`src/rtl/alu_exec_unit.sv`:
```
// alu_exec_unit: integer execute unit (add/sub/compare/logic/shift, optional shift-add multiply).
// Latency: 1 cycle for single-cycle ops; XLEN cycles for MUL (ALU_EXEC_MUL_EN only).
// Backpressure: in_ready drops while a result is stalled (out_valid && !out_ready) or a multiply is iterating.
//
// Optional feature macro: ALU_EXEC_MUL_EN (adds the iterative MUL state, counter and partial product).
//
// Ports:
//   clk, rst_n             clock, asynchronous active-low reset
//   in_valid / in_ready    request handshake
//   alu_op, funct3, funct7, op5   operation encoding
//   src_a, src_b           operands (XLEN)
//   out_valid / out_ready  result handshake
//   result, zero, illegal  registered result, result==0 flag, unsupported-encoding flag
module alu_exec_unit #(
  parameter int XLEN = 32,
  parameter int SHW  = $clog2(XLEN)
) (
  input  logic            clk,
  input  logic            rst_n,
  input  logic            in_valid,
  output logic            in_ready,
  input  logic [1:0]      alu_op,
  input  logic [2:0]      funct3,
  input  logic [6:0]      funct7,
  input  logic            op5,
  input  logic [XLEN-1:0] src_a,
  input  logic [XLEN-1:0] src_b,
  output logic            out_valid,
  input  logic            out_ready,
  output logic [XLEN-1:0] result,
  output logic            zero,
  output logic            illegal
);

  localparam logic [6:0] F7_BASE = 7'b0000000;
  localparam logic [6:0] F7_ALT  = 7'b0100000;

  logic [SHW-1:0]  shamt;
  logic [XLEN-1:0] dec_res;
  logic            dec_ill;
  logic            accept;
  logic            load_vld;
  logic [XLEN-1:0] load_res;
  logic            load_ill;

  assign shamt  = src_b[SHW-1:0];
  assign accept = in_valid && in_ready;

`ifdef ALU_EXEC_MUL_EN
  localparam logic [6:0] F7_MULDIV = 7'b0000001;
  logic dec_mul;
`endif

  // Combinational decode and evaluation of the single-cycle operations.
  always_comb begin
    dec_res = '0;
    dec_ill = 1'b0;
`ifdef ALU_EXEC_MUL_EN
    dec_mul = 1'b0;
`endif
    case (alu_op)
      2'b00: dec_res = src_a + src_b;
      2'b01: dec_res = src_a - src_b;
      2'b10: begin
        // Only R-type carries a real funct7; for I-type those bits are immediate.
        if (op5 && (funct7 != F7_BASE) && (funct7 != F7_ALT)) begin
`ifdef ALU_EXEC_MUL_EN
          if ((funct7 == F7_MULDIV) && (funct3 == 3'b000)) dec_mul = 1'b1;
          else                                              dec_ill = 1'b1;
`else
          dec_ill = 1'b1;
`endif
        end else begin
          case (funct3)
            3'b000: dec_res = (op5 && funct7[5]) ? (src_a - src_b) : (src_a + src_b);
            3'b001: dec_res = src_a << shamt;
            3'b010: dec_res = {{(XLEN-1){1'b0}}, ($signed(src_a) < $signed(src_b))};
            3'b011: dec_res = {{(XLEN-1){1'b0}}, (src_a < src_b)};
            3'b100: dec_res = src_a ^ src_b;
            3'b101: dec_res = funct7[5] ? XLEN'($signed(src_a) >>> shamt) : (src_a >> shamt);
            3'b110: dec_res = src_a | src_b;
            default: dec_res = src_a & src_b;
          endcase
        end
      end
      default: dec_ill = 1'b1;
    endcase
  end

`ifdef ALU_EXEC_MUL_EN
  typedef enum logic {S_IDLE = 1'b0, S_MUL = 1'b1} state_t;

  state_t          state, state_nxt;
  logic [SHW-1:0]  cnt;
  logic [XLEN-1:0] mcand;
  logic [XLEN-1:0] mplier;
  logic [XLEN-1:0] acc;
  logic [XLEN-1:0] mul_sum;
  logic            mul_done;

  // One multiplier bit per cycle: add the shifted multiplicand when the current bit is set.
  assign mul_sum  = acc + (mplier[0] ? mcand : '0);
  assign mul_done = (state == S_MUL) && (cnt == SHW'(XLEN-1));
  assign in_ready = (state == S_IDLE) && (!out_valid || out_ready);

  always_comb begin
    state_nxt = state;
    case (state)
      S_IDLE:  if (accept && dec_mul) state_nxt = S_MUL;
      S_MUL:   if (mul_done)          state_nxt = S_IDLE;
      default: state_nxt = S_IDLE;
    endcase
  end

  always_ff @(posedge clk or negedge rst_n) begin
    if (!rst_n) state <= S_IDLE;
    else        state <= state_nxt;
  end

  always_ff @(posedge clk or negedge rst_n) begin
    if (!rst_n) begin
      cnt    <= '0;
      mcand  <= '0;
      mplier <= '0;
      acc    <= '0;
    end else if ((state == S_IDLE) && accept && dec_mul) begin
      cnt    <= '0;
      mcand  <= src_a;
      mplier <= src_b;
      acc    <= '0;
    end else if (state == S_MUL) begin
      cnt    <= cnt + SHW'(1);
      mcand  <= mcand << 1;
      mplier <= mplier >> 1;
      acc    <= mul_sum;
    end
  end

  // The final iteration's sum goes straight to the result register.
  assign load_vld = (accept && !dec_mul) || mul_done;
  assign load_res = mul_done ? mul_sum : dec_res;
  assign load_ill = mul_done ? 1'b0 : dec_ill;
`else
  assign in_ready = !out_valid || out_ready;
  assign load_vld = accept;
  assign load_res = dec_res;
  assign load_ill = dec_ill;
`endif

  // Output register: a new load wins over a same-cycle drain, keeping out_valid high.
  always_ff @(posedge clk or negedge rst_n) begin
    if (!rst_n) begin
      out_valid <= 1'b0;
      result    <= '0;
      zero      <= 1'b0;
      illegal   <= 1'b0;
    end else if (load_vld) begin
      out_valid <= 1'b1;
      result    <= load_res;
      zero      <= (load_res == '0);
      illegal   <= load_ill;
    end else if (out_ready) begin
      out_valid <= 1'b0;
    end
  end

endmodule

```
`config.mk`:
```
export PLATFORM = sky130hd
export DESIGN_NAME = alu_exec_unit
export DESIGN_NICKNAME = d
export VERILOG_FILES = /design/src/rtl/alu_exec_unit.sv
export SDC_FILE = /design/constraint.sdc
export NUM_CORES = 1
export LEC_CHECK = 0
export ABC_AREA = 1
export BUFFER_PORTS_ARGS = -buffer_cell sky130_fd_sc_hd__buf_2
export CORE_MARGIN = 2
export CORE_UTILIZATION = 35
export CTS_CLUSTER_SIZE = 40
export DETAILED_ROUTE_END_ITERATION = 16
export PLACE_DENSITY = 0.54
export SLEW_MARGIN = 20
export SYNTH_ARGS = -nofsm -noshare
export SYNTH_HDL_FRONTEND = slang
export SYNTH_SLANG_ARGS = --single-unit
export TNS_END_PERCENT = 100
```
`constraint.sdc`:
```
create_clock -name clk -period 3.3 [get_ports clk]
set_input_delay 0.165 -clock clk [delete_from_list [all_inputs] [get_ports clk]]
set_output_delay 0.165 -clock clk [all_outputs]
set_load 0.005 [all_outputs]
```
==> reports/qor.csv <==
stage,metric,value,unit
status,outcome,"finished, final reports clean",
setup_path,Setup crit start kind,input port,
cts,Clock Path Buffers,2,
yosys,yosys warns,0,
floorplanning,Die W,193,µm
layout,final-stage net count,2690,
grt,met1 Usage GRT,0.483,
floorplanning,die area,37200,µm²
power_and_ir_drop,power density over the cells,251,nW/µm²
layout,Final Cell Area,13800,µm²
power_and_ir_drop,Switching Fraction,0.550,
grt,GRT busiest layer,met2,
setup_path,CP max FO,5,
floorplanning,Die Height,193,µm
drt,TritonRoute pass-1 iters,6,
yosys,"Seq/Total Area, Yosys",0.0701,
cts,root buf cell,clkbuf_16,
layout,ant diodes,0,
grt,Overflow after GRT,0,
sta,Final Skew,4.44,ps
power_and_ir_drop,internal power,1.56,mW
power_and_ir_drop,Worst VDD drop,0.356,mV
layout,fill count,4175,
placed_design,PortBufs,116,
cts,TritonCTS clock tree,yes,
grt,met2 Usage GRT,0.542,
cts,worst skew pair latency,280,ps
power_and_ir_drop,Psw,1.91,mW
setup_path,CP endpoint kind,flop,
grt,vias in the first global route,15600,
placed_design,placed inst area,13700,µm²
worst_hold_path,Hold EP,out_valid,
floorplanning,I/O Pins,117,
drt,via density per instance,5.59,
layout,fin cells,2972,
yosys,Synth Register Bits,35,
sta,worst rel slew slack,0.428,
sta,"Setup violations, final",0,
grt,GR Layer Usage met3,0.0329,
setup_path,worst reg2reg setup slack,1440,ps
layout,"commonest cells after routing, fill and taps aside","nand2_1, nand3_1, inv_1",
drt,detailed-route DRC error count,0,
sta,Final Hold Viols,0,
grt,first-pass GRT wire length,94800,µm
layout,Area Overhead vs Synth,10.7,%
layout,share of layout cells above drive strength 1,0.106,
grt,largest net degree at the start of global routing,76,
yosys,post-synth cell types,49,
cts,clk slew on worst S/H paths,50,ps
sta,post-layout min period,3070,ps
sta,Sum Neg Setup Slack,0,ps
drt,"antenna viol nets, final",0,
setup_path,Reg-to-Reg Start,out_valid,
placed_design,Place WS,-116,ps
cts,clk sink count,35,
placed_design,placed insts,2963,
yosys,Post-Syn Area per Cell,5.15,µm²
drt,Wirelength per Cell,21.6,µm
grt,initial antenna violation count,2,
yosys,post-synthesis cell count,2425,
power_and_ir_drop,Flop pwr share,0.156,
yosys,Post-Syn Area,12500,µm²
power_and_ir_drop,clock network fraction of total power,0.129,
worst_hold_path,worst min path class,input port to flop,
sta,Fmax,326,MHz
flow_run,number of max-cap violations,0,
cts,CTS buffer count,5,
setup_path,worst setup path category,input port to flop,
setup_path,arrival time worst endpoint,3290,ps
setup_path,"Req. time, crit path",3520,ps
floorplanning,Initial Util,0.353,
sta,Final Max Slew Viols,0,
sta,Worst-Margin Slew,859,ps
drt,via count,16600,
worst_hold_path,worst hold start,out_ready,
setup_path,worst-case reg-to-reg path depth,6,
yosys,Syn Nets,2605,
setup_path,r2r endpoint,result[28],
sta,RSZ-0062 raised after global routing,false,
power_and_ir_drop,Leak,7.78,nW
layout,"most common cell after layout, fill and taps aside",nand2_1,
placed_design,HPWL Detailed,53300,µm
drt,Post-Route WL,64200,µm
sta,fin crit share,0.929,
floorplanning,site row count,69,
drt,DR iter-0 viols,1927,
power_and_ir_drop,total power,3.47,mW
worst_hold_path,Worst Hold Depth,4,
placed_design,routability cong.,1.05,
floorplanning,Core Area,35400,µm²
power_and_ir_drop,Comb pwr share,0.715,
grt,GRT Total Usage,0.341,
sta,post-route setup slack,234,ps
cts,H-tree Lvls,2,
==> state kept, by name (all words and copies together), names as in the netlist <==
register and flops:
illegal 1, result 32, zero 1, out_valid 1
==> synth_stat cells, drive strengths merged <==
library cell	number	area, µm²
nand3b	4	30.0
nand3	457	2310
nor2	201	777
a31oi	30	188
inv	321	1210
fa	2	40.0
xor2	9	78.8
buf	80	518
nor4	4	25.0
o21bai	10	75.1
ha	97	1210
dfrtp	35	876
nand4	11	68.8
a31o	1	8.76
nor3	15	100
o21ai	70	350
clkbuf	42	159
xnor2	1	8.76
o21a	2	15.0
or2	23	144
a21o	2	15.0
o22ai	6	37.5
a211oi	9	67.6
and2	11	68.8
a22o	1	8.76
a221oi	1	8.76
o41ai	1	8.76
nand2	762	2880
o2111ai	3	26.3
clkinv	3	11.3
a21oi	181	928
a32o	1	10.0
o221ai	8	70.1
o211ai	20	150
a21boi	1	7.51
==> cell families after synthesis <==
| group | share of synthesized area |
|---|---|
| adders and majority gates | 0.100 |
| buffers and inverters | 0.152 |
| AOI/OAI and AO/OA | 0.158 |
| DFF | 0.0701 |
| and+or+nand+nor | 0.513 |
| xor gates and xnor gates | 0.00701 |
==> worst max-delay path: stages <==
cell,delay [ps]
buf_2,130
inv_1,70
ha_1,230
fa_1,410
inv_1,90
nand2_1,80
nand2_1,140
nand4_1,140
nand2_1,170
nand2_1,90
nand2_1,180
nand2_1,100
nand2_1,170
nor2_1,60
nor2_1,100
nand2_1,70
a21oi_2,330
nand3_1,120
nor2_1,170
nand2_1,80
nor2_1,90
nand2_1,60
nand2_1,50
==> per-layer routing <==
layer,wire length (µm),part of all wire
met2,27700,0.43
met5,13,0.00020
met4,2250,0.035
met1,28900,0.45
met3,5340,0.083
==> power groups by stage <==
stage               Sequential, mW  Combinational [mW]  Clock [mW]
floorplan                    0.558                1.53           0
detailed placement           0.552                2.41           0
finish                       0.542                2.48       0.447
global placement             0.547                2.41           0
global route                 0.552                2.72       0.472
CTS                          0.544                2.42       0.459
==> timing repair <==
item,in CTS,in global routing
hold buffers,1,0
setup endpoints to repair,0,1
resized for setup,0,1
buffers inserted,0,0
hold endpoints to repair,35,0
==> per-stage QoR <==
stage / util / hold WS (ps)
floorplan: - / -131
global placement: 0.386 / 268
detailed placement: 0.386 / 277
CTS: 0.390 / 153
global route: 0.391 / 205
finish: 0.391 / 157
==> how the worst max path moves through the flow <==
| stage | from | to | slack (ps) |
|---|---|---|---|
| finish | src_a[0] | zero | 230 |
| global route | src_a[0] | zero | 20 |
| CTS | src_a[0] | zero | 170 |
| detailed placement | src_a[0] | zero | -120 |
| global placement | src_a[0] | zero | -70 |
| floorplan | src_b[3] | zero | 670 |
==> final cells by class <==
cell class	count	area, µm²	area share
multi-input combinational	1944	9720	0.703
timing repair buffer	200	1290	0.0932
inverter	324	1220	0.0881
sequential	35	876	0.0633
tap	461	577	0.0417
clock buffer	6	129	0.00932
clock inverter	2	12.5	0.000905
Note: power is estimated with default switching activity, not from simulation.
